===== src/rtl/fx2_pkg.sv =====
// rtl/fx2_pkg.sv - shared state, frame layout and checksum helper for the FX2 command framer
package fx2_pkg;

    localparam int FRAME_BYTES = 8;

    localparam int ADDR0     = 0;
    localparam int ADDR1     = 1;
    localparam int ADDR2     = 2;
    localparam int BURST_LEN = 3;
    localparam int DATA0     = 4;
    localparam int DATA1     = 5;
    localparam int FLAGS     = 6;
    localparam int CSUM      = 7;

    localparam int FLAG_RDWR = 0;
    localparam int FLAG_CMD  = 1;

    typedef enum logic [1:0] {
        ST_COLLECT = 2'd0,
        ST_CHECK   = 2'd1,
        ST_ISSUE   = 2'd2
    } fx2_state_t;

    typedef logic [FRAME_BYTES-1:0][7:0] fx2_frame_t;

    // XOR of every byte that precedes the checksum slot
    function automatic logic [7:0] frame_csum(input fx2_frame_t f);
        logic [7:0] x;
        x = 8'h00;
        for (int i = 0; i < CSUM; i++) begin
            x = x ^ f[i];
        end
        return x;
    endfunction

endpackage


===== src/rtl/fx2_cmd_framer_if.sv =====
// rtl/fx2_cmd_framer_if.sv - memory request channel from the framer to the SDRAM controller
interface fx2_cmd_framer_if;

    logic        req_valid;
    logic        req_ready;
    logic [23:0] req_addr;
    logic [15:0] req_data;
    logic        req_rdwr;
    logic        req_cmd;

    modport master (
        output req_valid,
        output req_addr,
        output req_data,
        output req_rdwr,
        output req_cmd,
        input  req_ready
    );

    modport slave (
        input  req_valid,
        input  req_addr,
        input  req_data,
        input  req_rdwr,
        input  req_cmd,
        output req_ready
    );

endinterface


===== src/rtl/fx2_byte_timer.sv =====
// rtl/fx2_byte_timer.sv - idle-gap counter that expires after TIMEOUT_CYCLES cycles without a byte
module fx2_byte_timer #(
    parameter int TIMEOUT_CYCLES = 255
) (
    input  logic clk,
    input  logic rst,
    input  logic clear,
    input  logic enable,
    output logic expire
);

    localparam int CW = $clog2(TIMEOUT_CYCLES + 1);

    logic [CW-1:0] count;

    // Fires once the count has reached the limit, independent of this cycle's byte
    assign expire = enable && (count == CW'(TIMEOUT_CYCLES));

    always_ff @(posedge clk or posedge rst) begin
        if (rst) begin
            count <= '0;
        end else if (clear || expire || !enable) begin
            count <= '0;
        end else begin
            count <= count + 1'b1;
        end
    end

endmodule


===== src/rtl/fx2_cmd_framer.sv =====
// rtl/fx2_cmd_framer.sv - collects 8-byte FX2 command frames, validates them and issues memory bursts
module fx2_cmd_framer
    import fx2_pkg::*;
#(
    parameter int TIMEOUT_CYCLES = 255
) (
    input  logic                     clk,
    input  logic                     rst,
    input  logic                     fifo_data_available,
    input  logic [7:0]               fifo_datain,
    output logic                     fifo_rd,
    fx2_cmd_framer_if.master         req,
    output logic                     frame_err,
    output logic [7:0]               err_count
);

    localparam int IW = $clog2(FRAME_BYTES);

    fx2_state_t     state;
    fx2_state_t     state_nxt;
    logic [IW-1:0]  idx;
    fx2_frame_t     frame;
    logic [7:0]     remaining;
    logic [23:0]    addr_q;
    logic [15:0]    data_q;
    logic           rdwr_q;
    logic           cmd_q;
    logic           valid_c;
    logic           timeout;
    logic           timer_en;
    logic           csum_ok;
    logic           xfer;
    logic           last_xfer;
    logic           frame_done;

    assign csum_ok    = (frame_csum(frame) == frame[CSUM]);
    assign xfer       = valid_c && req.req_ready;
    assign last_xfer  = xfer && (remaining == 8'd0);
    assign timer_en   = (state == ST_COLLECT) && (idx != '0);
    // A byte that lands on the timeout cycle restarts the frame, so it never completes one
    assign frame_done = fifo_rd && !timeout && (idx == IW'(FRAME_BYTES - 1));

    fx2_byte_timer #(
        .TIMEOUT_CYCLES (TIMEOUT_CYCLES)
    ) u_byte_timer (
        .clk    (clk),
        .rst    (rst),
        .clear  (fifo_rd),
        .enable (timer_en),
        .expire (timeout)
    );

    always_ff @(posedge clk or posedge rst) begin
        if (rst) begin
            state <= ST_COLLECT;
        end else begin
            state <= state_nxt;
        end
    end

    always_comb begin
        state_nxt = state;
        case (state)
            ST_COLLECT: if (frame_done) state_nxt = ST_CHECK;
            ST_CHECK:   state_nxt = csum_ok ? ST_ISSUE : ST_COLLECT;
            ST_ISSUE:   if (last_xfer) state_nxt = ST_COLLECT;
            default:    state_nxt = ST_COLLECT;
        endcase
    end

    // fifo_rd is gated by rst so the strobe drops the instant reset rises
    always_comb begin
        fifo_rd   = 1'b0;
        valid_c   = 1'b0;
        frame_err = 1'b0;
        case (state)
            ST_COLLECT: begin
                fifo_rd   = fifo_data_available && !rst;
                frame_err = timeout;
            end
            ST_CHECK:   frame_err = !csum_ok;
            ST_ISSUE:   valid_c   = 1'b1;
            default:    ;
        endcase
    end

    always_ff @(posedge clk or posedge rst) begin
        if (rst) begin
            idx       <= '0;
            frame     <= '0;
            remaining <= 8'd0;
            addr_q    <= 24'd0;
            data_q    <= 16'd0;
            rdwr_q    <= 1'b0;
            cmd_q     <= 1'b0;
            err_count <= 8'd0;
        end else begin
            if (fifo_rd) begin
                if (timeout) begin
                    frame[0] <= fifo_datain;
                    idx      <= IW'(1);
                end else begin
                    frame[idx] <= fifo_datain;
                    idx        <= idx + 1'b1;
                end
            end else if (timeout) begin
                idx <= '0;
            end

            if (frame_err && (err_count != 8'hFF)) begin
                err_count <= err_count + 8'd1;
            end

            if ((state == ST_CHECK) && csum_ok) begin
                addr_q    <= {frame[ADDR2], frame[ADDR1], frame[ADDR0]};
                data_q    <= {frame[DATA1], frame[DATA0]};
                rdwr_q    <= frame[FLAGS][FLAG_RDWR];
                cmd_q     <= frame[FLAGS][FLAG_CMD];
                // Command frames are a single request regardless of the burst byte
                remaining <= frame[FLAGS][FLAG_CMD] ? 8'd0 : frame[BURST_LEN];
            end else if (xfer && (remaining != 8'd0)) begin
                remaining <= remaining - 8'd1;
                addr_q    <= addr_q + 24'd1;
            end
        end
    end

    assign req.req_valid = valid_c;
    assign req.req_addr  = addr_q;
    assign req.req_data  = data_q;
    assign req.req_rdwr  = rdwr_q;
    assign req.req_cmd   = cmd_q;

endmodule


===== src/flat_wrapper.sv =====
// flat-port wrapper written by rule: the top's interface ports become plain ports
module fx2_cmd_framer_flat import fx2_pkg::*;
#(
    parameter int TIMEOUT_CYCLES = 255
)
  (clk, rst, fifo_data_available, fifo_datain, fifo_rd, frame_err, err_count, req_req_valid, req_req_addr, req_req_data, req_req_rdwr, req_req_cmd, req_req_ready);
  fx2_cmd_framer_if req_i ();
  input  logic clk;
  input  logic rst;
  input  logic fifo_data_available;
  input  logic [7:0] fifo_datain;
  output logic fifo_rd;
  output logic frame_err;
  output logic [7:0] err_count;
  output wire logic [$bits(req_i.req_valid)-1:0] req_req_valid;
  output wire logic [$bits(req_i.req_addr)-1:0] req_req_addr;
  output wire logic [$bits(req_i.req_data)-1:0] req_req_data;
  output wire logic [$bits(req_i.req_rdwr)-1:0] req_req_rdwr;
  output wire logic [$bits(req_i.req_cmd)-1:0] req_req_cmd;
  input wire logic [$bits(req_i.req_ready)-1:0] req_req_ready;
  assign req_req_valid = req_i.req_valid;
  assign req_req_addr = req_i.req_addr;
  assign req_req_data = req_i.req_data;
  assign req_req_rdwr = req_i.req_rdwr;
  assign req_req_cmd = req_i.req_cmd;
  assign req_i.req_ready = req_req_ready;
  fx2_cmd_framer #(.TIMEOUT_CYCLES(TIMEOUT_CYCLES)) u_core (.clk(clk), .rst(rst), .fifo_data_available(fifo_data_available), .fifo_datain(fifo_datain), .fifo_rd(fifo_rd), .req(req_i), .frame_err(frame_err), .err_count(err_count));
endmodule

===== config.mk =====
export PLATFORM = sky130hd
export DESIGN_NAME = fx2_cmd_framer_flat
export DESIGN_NICKNAME = d
export VERILOG_FILES = /design/src/rtl/fx2_pkg.sv /design/src/rtl/fx2_cmd_framer_if.sv /design/src/rtl/fx2_byte_timer.sv /design/src/rtl/fx2_cmd_framer.sv /design/src/flat_wrapper.sv
export SDC_FILE = /design/constraint.sdc
export NUM_CORES = 1
export LEC_CHECK = 0
export BUFFER_PORTS_ARGS = -buffer_cell sky130_fd_sc_hd__buf_2
export CAP_MARGIN = 20
export CORE_MARGIN = 2
export CORE_UTILIZATION = 64
export DETAILED_ROUTE_END_ITERATION = 7
export HOLD_SLACK_MARGIN = 0.1
export PLACE_DENSITY = 0.84
export REMOVE_ABC_BUFFERS = 1
export SLEW_MARGIN = 15
export SYNTH_ARGS = -nofsm -noshare
export SYNTH_HDL_FRONTEND = slang
export SYNTH_SLANG_ARGS = --single-unit
export TNS_END_PERCENT = 100

===== constraint.sdc =====
create_clock -name clk -period 10 [get_ports clk]
set_input_delay 1.5 -clock clk [delete_from_list [all_inputs] [get_ports clk]]
set_output_delay 1.5 -clock clk [all_outputs]
set_load 0.1 [all_outputs]

## Yosys cells after proc, flatten, opt, wreduce, memory -nomap -nowiden

Index checks and enable logic that the tools add are counted.

- Add/subtract/negate cells: 5
- Muxes and demuxes: 20
- Reductions and logical operators: 25
- Order comparisons: 2
- Equal/unequal tests: 8
- Bitwise operators: 7

Operators with widths:

| operator | count |
|---|---|
| bitwise mux 64 bit | 1 |
| 2-to-1 mux 24 bit | 2 |
| 2-to-1 mux 8 bit | 6 |
| XOR 8 bit | 6 |
| adder 24 x 1 -> 24 bit (second input constant) | 1 |
| demux 8 bit (select 3 bit) | 1 |
| adder 8 x 1 -> 8 bit (second input constant) | 2 |
| logical AND 1 bit | 11 |
| 2-to-1 mux 3 bit | 3 |
| equality test 8 bit | 1 |
| equality test 8 bit (second input constant) | 1 |
| logical NOT 8 bit | 1 |
| != test 8 bit (second input constant) | 1 |
| nonzero test 8 bit | 1 |
| subtractor 8 x 1 -> 8 bit (second input constant) | 1 |
| 2-to-1 mux 2 bit | 3 |
| one-hot mux 2 bit (3 select lines) | 1 |
| logical NOT 1 bit | 4 |
| less-than comparator 3 x 4 -> 1 bit (second input constant) | 1 |
| != test 2 x 1 -> 1 bit (second input constant) | 2 |
| AND reduction 2 bit | 2 |
| nonzero test 2 bit | 2 |
| adder 3 x 1 -> 3 bit (second input constant) | 1 |
| equality test 3 bit (second input constant) | 1 |
| other kinds (9) | 11 |

- Bits of input ports: 12
- Word-level logic and storage cells: 84
- Register bits: 135
- Output and inout port bits: 53

## Longest topological paths before layout

Gate-level depths: netlist of the first run.

- Depth after elaboration: 10
- Depth in mapped cells: 9
- Gate-level depth less buffers: 8

## Hierarchy

A second synthesis of the first run with hierarchy kept.

- Cells, all modules: 569
- Area total of the unflattened synthesis: 6575.1 um2

By module, submodules not included:

| module | sequential area each (um2) | area an instance (um2) | instances | cells an instance |
|---|---|---|---|---|
| fx2_cmd_framer | 3178.0 | 6175.9 | 1 | 527 |
| fx2_byte_timer | 200.2 | 399.1 | 1 | 42 |

## Least setup slack after synthesis of the first run

Ideal clock, no wire load.

- Path kind: input to output
- Start: input port rst
- End: output port fifo_rd
- Setup slack: 5671 ps
- Stages on the path: 1
- Data required time: 8500 ps
- Arrival time: 2829 ps
- Path buffers: 0
- Cells stage by stage: nor4b_4

- Word-level cells in the longest chain between the ends: 3

Ends and longest elaborated chain:

| item | line | text |
|---|---|---|
| start: declaration | flat_wrapper.sv:9 | `input logic rst;` |
| logical NOT 1 bit (no source line) | -- |  |
| logical AND 1 bit | fx2_cmd_framer.sv:78 | `fifo_rd = fifo_data_available && !rst;` |
| 2-to-1 mux 1 bit | fx2_cmd_framer.sv:76 | `case (state)` |
| end: declaration | flat_wrapper.sv:12 | `output logic fifo_rd;` |

No other way between the ends.

## Final worst setup path of the first run

- Start: register u_core.idx[0]
- End: output port frame_err

- Word-level cells in the longest chain between the ends: 4

Ends and longest elaborated chain:

| item | line | text |
|---|---|---|
| start: declaration | fx2_cmd_framer.sv:21 | `logic [IW-1:0] idx;` |
| start signal: assignment | fx2_cmd_framer.sv:104 | `idx <= idx + 1'b1;` |
| nonzero test 3 bit | fx2_cmd_framer.sv:39 | `assign timer_en = (state == ST_COLLECT) && (idx != '0);` |
| logical AND 1 bit | fx2_cmd_framer.sv:39 |  |
| logical AND 1 bit | fx2_byte_timer.sv:17 | `assign expire = enable && (count == CW'(TIMEOUT_CYCLES));` |
| one-hot mux 1 bit (2 select lines) | fx2_cmd_framer.sv:76 |  |
| end: declaration | flat_wrapper.sv:13 | `output logic frame_err;` |

No other way between the ends.

==> run metrics, run 1 <==
TritonCTS Buffers=17; dpl hpwl=9.367 mm; share of layout cells above drive strength 1=0.3230; Syn-to-layout area delta=16.96%; hold buffers post-CTS=0; P per Cell Area=331.7 nW/µm²; max cap viols=0; drt pass-1 iters=5; Worst-path clk slew=0.06 ns; FILL cells=587; top_reg_cell synth=dfrtp_1; GPL Wtd Cong=0.8013; DR WL/cell=19.08 µm; Design Area, Final=7655 µm²; CTS root buf=clkbuf_8; Tot GR Track Use=0.2903; Worst EP arrival=2.83 ns; drt total wl=14.82 mm; I/O pins=65; slew margin rel.=0.5273; RSZ-0062 raised after global routing=false; nets@finish=651; CTS tree=done; post-CTS setup buffers=0; ranking of synthesized cells by area=dfrtp_1, mux2_2, xnor2_1, nand2_1, o21ai_0; core area=9864 µm²; die span in y=105.1 µm; Fin Clk Skew=0.007881 ns; Starting Density=0.6635; Tmin final=4.326 ns; die footprint=11050 µm²; DP Area=6993 µm²; VDD IR max=0.1912 mV; Synth Register Bits=135; leakage=3.466 nW; Final Util=0.7760; setup TNS=0 ns; Max Fclk=231.2 MHz; outcome=finished, final reports clean; global route overflow=0; most common cell after layout, fill and taps aside=dfrtp_1; largest net degree at the start of global routing=84; largest area contributor in the synthesized netlist=dfrtp_1; unique cell type count in the Yosys netlist=49; drt via density=5.979; final setup violation count=0; Seq. cell area=3378 µm²; mapped cell area=6545 µm²; initial DRC count=350; part of the cycle the worst path needs=0.4326; final hold vios=0; diodes inserted=0; Worst setup SP type=register; sequential cell area fraction in the yosys report=0.5162; Detail Route Antenna Nets=0; Post-route DRC=0; Setup CP Type=register to output port; Synth Warn #=0; WHS=0.4823 ns; routed vias=4646; area of the multi-input gates=3058 µm²; H-tree levels=4; clk_lat worst skew=0.53 ns; most frequent cells in the layout=dfrtp_1, mux2_2, xnor2_1, buf_2, nand2_1; EDFF count, synth=0; # port buffers=64; first-pass GRT wire length=24.75 mm; Chip Width=105.1 µm; worst-margin pin slew=0.7037 ns; Synth top area share=0.5162; initial antenna violation count=0; Critical Path RT=8.50 ns; ys async rst share=1.000; vias in the first global route=4818; Pins Over Slew Limit=0; worst-path maximum fanout=13; CTS Buffer Depth=2; Synth Instances=558; crit end category=output port; count of clock tree sinks=135; Tightest Hold Check Type=register to register; syn_area_per_cell=11.73 µm²; CTS resizes=0; row count=36
## path summary, 6_finish.rpt
kind	from	endpoint	slack, ns	cells after the start
min in group asynchronous	rst	u_core.idx[1]	1.09	2
hold / removal	u_core.u_byte_timer.count[0]	u_core.u_byte_timer.count[0]	0.48	1
hold reg to reg	u_core.u_byte_timer.count[0]	u_core.u_byte_timer.count[0]	0.48	1
max in group asynchronous	rst	u_core.req.req_addr[0]	7.77	4
setup / recovery	u_core.idx[0]	frame_err	5.67	6
setup reg to reg	u_core.idx[0]	u_core.frame[2]	7.16	7
## routing by layer
layer | vias up | wire (µm) | global-route usage
li1 | 2107 | - | -
met1 | 2338 | 6055 | 0.3708
met2 | 170 | 7538 | 0.4740
met3 | 31 | 837 | 0.06987
met4 | 0 | 391 | 0.1257
met5 | - | 0 | 0
## area by class of cell
cell class,count,area share
Clock buffer,19,0.05639
Clock inverter,13,0.02648
Inverter,10,0.005230
Multi-Input combinational cell,398,0.3995
Sequential cell,135,0.4413
Tap cell,133,0.02174
Timing Repair Buffer,69,0.04936
## cells by family (layout without fill, tap and decap cells)
group | Yosys count | in the layout | share of synthesized area
and+or+nand+nor | 156 | 156 | 0.1329
DFF | 135 | 135 | 0.5162
muxes | 85 | 85 | 0.1462
xor gates and xnor gates | 79 | 79 | 0.1057
AOI/OAI and AO/OA | 70 | 70 | 0.06634
buffers and inverters | 25 | 111 | 0.01739
adders and majority gates | 8 | 8 | 0.01529
## stage by stage
step,power (W),instances,worst slack [ns]
3_5_place_dp,0.001829,744,5.762
6_report,0.002539,777,5.674
5_1_grt,0.002651,777,5.534
4_1_cts,0.002539,776,5.684
3_3_place_gp,0.001783,744,5.813
2_1_floorplan,0.001638,543,3.810
## synthesized netlist by cell type (3+ instances only)
| library cell | n |
|---|---|
| xnor2_1 | 64 |
| buf_2 | 7 |
| nand3_2 | 3 |
| nand2_1 | 44 |
| nand3b_1 | 8 |
| ha_1 | 8 |
| inv_1 | 7 |
| a21oi_1 | 18 |
| and2_1 | 4 |
| nor4_1 | 4 |
| and3_1 | 7 |
| nand4_1 | 6 |
| inv_2 | 3 |
| o211ai_1 | 3 |
| clkbuf_1 | 4 |
| nor4_4 | 4 |
| xor2_1 | 15 |
| nor2_1 | 35 |
| a221o_1 | 3 |
| o21ai_0 | 27 |
| nor3_1 | 11 |
| mux2_2 | 84 |
| dfrtp_1 | 135 |
| or2_2 | 3 |
| nand2b_1 | 7 |
| a211oi_1 | 4 |
| buf_4 | 3 |
| nand3_1 | 12 |
## power breakdown
group          switching (W)  leakage, nW  internal [W]
registers           0.000199         1.72      0.000717
clock network       0.000234        0.296      0.000435
logic               0.000536         1.45      0.000418
total               0.000969         3.47       0.00157
## flip-flops by register name, indices dropped and copies added, names as in the netlist
signal                     count
u_core.u_byte_timer.count      8
u_core.req.req_addr           24
u_core.req.req_cmd             1
u_core.state                   2
u_core.err_count               8
u_core.remaining               8
u_core.req.req_rdwr            1
u_core.idx                     3
u_core.req.req_data           16
u_core.frame                  64
## worst max-delay path, cell delays in order, from the launching register on
cell      delay [ns]
dfrtp_1         0.51
inv_2           0.18
ha_1            0.25
a211oi_2        0.32
nand4_2         0.40
nand2_1         0.19
buf_2           0.45
(Power assumes the default switching activity.)
==> inputs of run 2 (changes only) <==
- CORE_UTILIZATION: 64 -> 59
- PLACE_DENSITY: 0.84 -> 0.79
- clock period: 10 -> 4.03 ns (I/O delays scaled with it)
==> run 2 against run 1 <==
Against the previous run: first-iteration DRC count down 10%; clock power grew 120%; critical endpoint unchanged; die area increased by 8.2%; sequential power is 150% higher.
==> run metrics, run 2 (same netlist as run 1, synthesis figures left out) <==
Tmin final=3.267 ns; H-tree levels=4 (unchanged); TritonCTS Buffers=17 (unchanged); Largest Register=u_core.frame (unchanged); crit end category=output port (unchanged); RSZ-0062 raised after global routing=false (unchanged); Worst-path clk slew=0.06 ns (about the same); hold buffers post-CTS=0 (unchanged); core area=10840 µm² (was 9864 µm²); final hold vios=0 (unchanged); worst-margin pin slew=0.8381 ns (was 0.7037 ns); part of the cycle the worst path needs=0.8107; total chip power=0.006050 W (was 0.002539 W); # port buffers=64 (unchanged); Tot GR Track Use=0.2598 (was 0.2903); Max Fclk=306.1 MHz; max cap viols=0 (unchanged); initial DRC count=315 (was 350); Worst setup SP type=register (unchanged); row count=38 (was 36); Worst EP arrival=2.66 ns (was 2.83 ns); final setup violation count=0 (unchanged); WHS=0.2913 ns (was 0.4823 ns); share of layout cells above drive strength 1=0.3225 (was 0.3230); GPL Wtd Cong=0.8431 (was 0.8013); switching pwr=0.002345 W (was 0.0009689 W); most frequent cells in the layout=dfrtp_1, mux2_2, xnor2_1, buf_2, nand2_1 (unchanged); Syn-to-layout area delta=15.83% (was 16.96%); dpl hpwl=10.00 mm (was 9.367 mm); crit path from=u_core.idx[0] (unchanged); drt via density=5.736 (was 5.979); largest net degree at the start of global routing=71 (was 84); slowest stage cell, crit path=dfrtp_1 (unchanged); die footprint=11950 µm² (was 11050 µm²); diodes inserted=0 (unchanged); CTS resizes=0 (unchanged); FF-to-FF Start=u_core.idx[0] (unchanged); clock share of power=0.243 (was 0.263); CTS root buf=clkbuf_8 (unchanged); post-CTS setup buffers=0 (unchanged); Post-route DRC=0 (unchanged); Sequential Power Share=0.373 (was 0.361); VDD IR max=0.4295 mV (was 0.1912 mV); Setup CP Type=register to output port (unchanged); routed vias=4503 (was 4646); cells along the critical path=inv_2 -> ha_1 -> a211oi_2 -> nand4_2 -> nand2_1 -> buf_2 (unchanged); CP max stage delay=0.50 ns (was 0.51 ns); Chip Width=109.3 µm (was 105.1 µm); count of clock tree sinks=135 (unchanged); CTS Buffer Depth=2 (unchanged); switching share of power=0.3876 (was 0.3817); Starting Density=0.6038 (was 0.6635); Tightest Hold Check Type=primary input to async pin (was register to register); die span in y=109.3 µm (was 105.1 µm); drt total wl=14.57 mm (was 14.82 mm); I/O pins=65 (unchanged); max reg flops=64 (unchanged); Int Power=0.003705 W (was 0.001570 W); Fin Clk Skew=0.008186 ns (was 0.007881 ns); Combinational Power Share=0.384 (was 0.376); FILL cells=759 (was 587); first-pass GRT wire length=23.20 mm (was 24.75 mm); clk_lat worst skew=0.53 ns (about the same); Seq. cell area=3378 µm² (unchanged); global route overflow=0 (unchanged); nets@finish=652 (was 651); outcome=finished, final reports clean (unchanged); Critical Path RT=3.43 ns (was 8.50 ns); initial antenna violation count=0 (unchanged); slew margin rel.=0.4413 (was 0.5273); drt pass-1 iters=4 (was 5); area of the multi-input gates=3058 µm² (unchanged); Detail Route Antenna Nets=0 (unchanged); leakage=3.426 nW (was 3.466 nW); most common cell after layout, fill and taps aside=dfrtp_1 (unchanged); worst-path maximum fanout=13 (unchanged); DR WL/cell=18.56 µm (was 19.08 µm); CTS tree=done (unchanged); Pins Over Slew Limit=0 (unchanged); vias in the first global route=4541 (was 4818); P per Cell Area=798.0 nW/µm² (was 331.7 nW/µm²)
-- run 2: metrics by stage --
stage	setup TNS [ns]	std cells	util	cell area [µm²]	setup WS (ns)
global route	0	785	0.6993	7581	0.6360
CTS	0	785	0.6993	7581	0.7420
finish	0	785	0.6993	7581	0.7627
floorplan	-120.05	543	-	6469	-2.160
global placement	0	753	0.6473	7017	1.399
detailed placement	0	753	0.6473	7017	1.335
-- run 2: power groups by stage --
stage,registers [W],clock network [W],logic (W)
6_report,0.00225,0.00147,0.00233
5_1_grt,0.00230,0.00156,0.00250
4_1_cts,0.00225,0.00149,0.00233
3_5_place_dp,0.00227,0,0.00231
3_3_place_gp,0.00223,0,0.00223
2_1_floorplan,0.00251,0,0.00156
-- run 2: worst paths after layout --
kind	to	cells past startpoint	slack [ns]
max	frame_err	6	0.76
min	u_core.remaining[6]	2	0.29
max reg2reg	u_core.frame[6]	7	1.32
min reg2reg	u_core.u_byte_timer.count[0]	1	0.50
max in group asynchronous	u_core.frame[4]	3	2.74
min in group clk	u_core.state[1]	3	0.41
-- run 2: layout make-up --
cell class,count,share of cell area
clock inverter,12,0.01700
timing repair buffer,70,0.04819
multi-input combinational,398,0.4034
inverter,10,0.005281
clock buffer,20,0.05744
tap,140,0.02311
sequential,135,0.4456
-- run 2: layer usage --
| layer | vias up | share of wire | track usage |
|---|---|---|---|
| met2 | 123 | 0.49 | 0.4162 |
| met1 | 2264 | 0.44 | 0.3498 |
| met3 | 15 | 0.053 | 0.06817 |
| met4 | 0 | 0.011 | 0.07957 |
| met5 | - | 0 | 0 |
| li1 | 2101 | - | - |
-- run 2: worst max-delay path: cells and delay by family (launching register included) --
family	cells	cell delay (ns)
buffers and inverters	2	0.60
flip-flops	1	0.50
adder cells (fa/ha/maj)	1	0.24
AO/OA/AOI/OAI	1	0.29
AND/OR/NAND/NOR	2	0.50
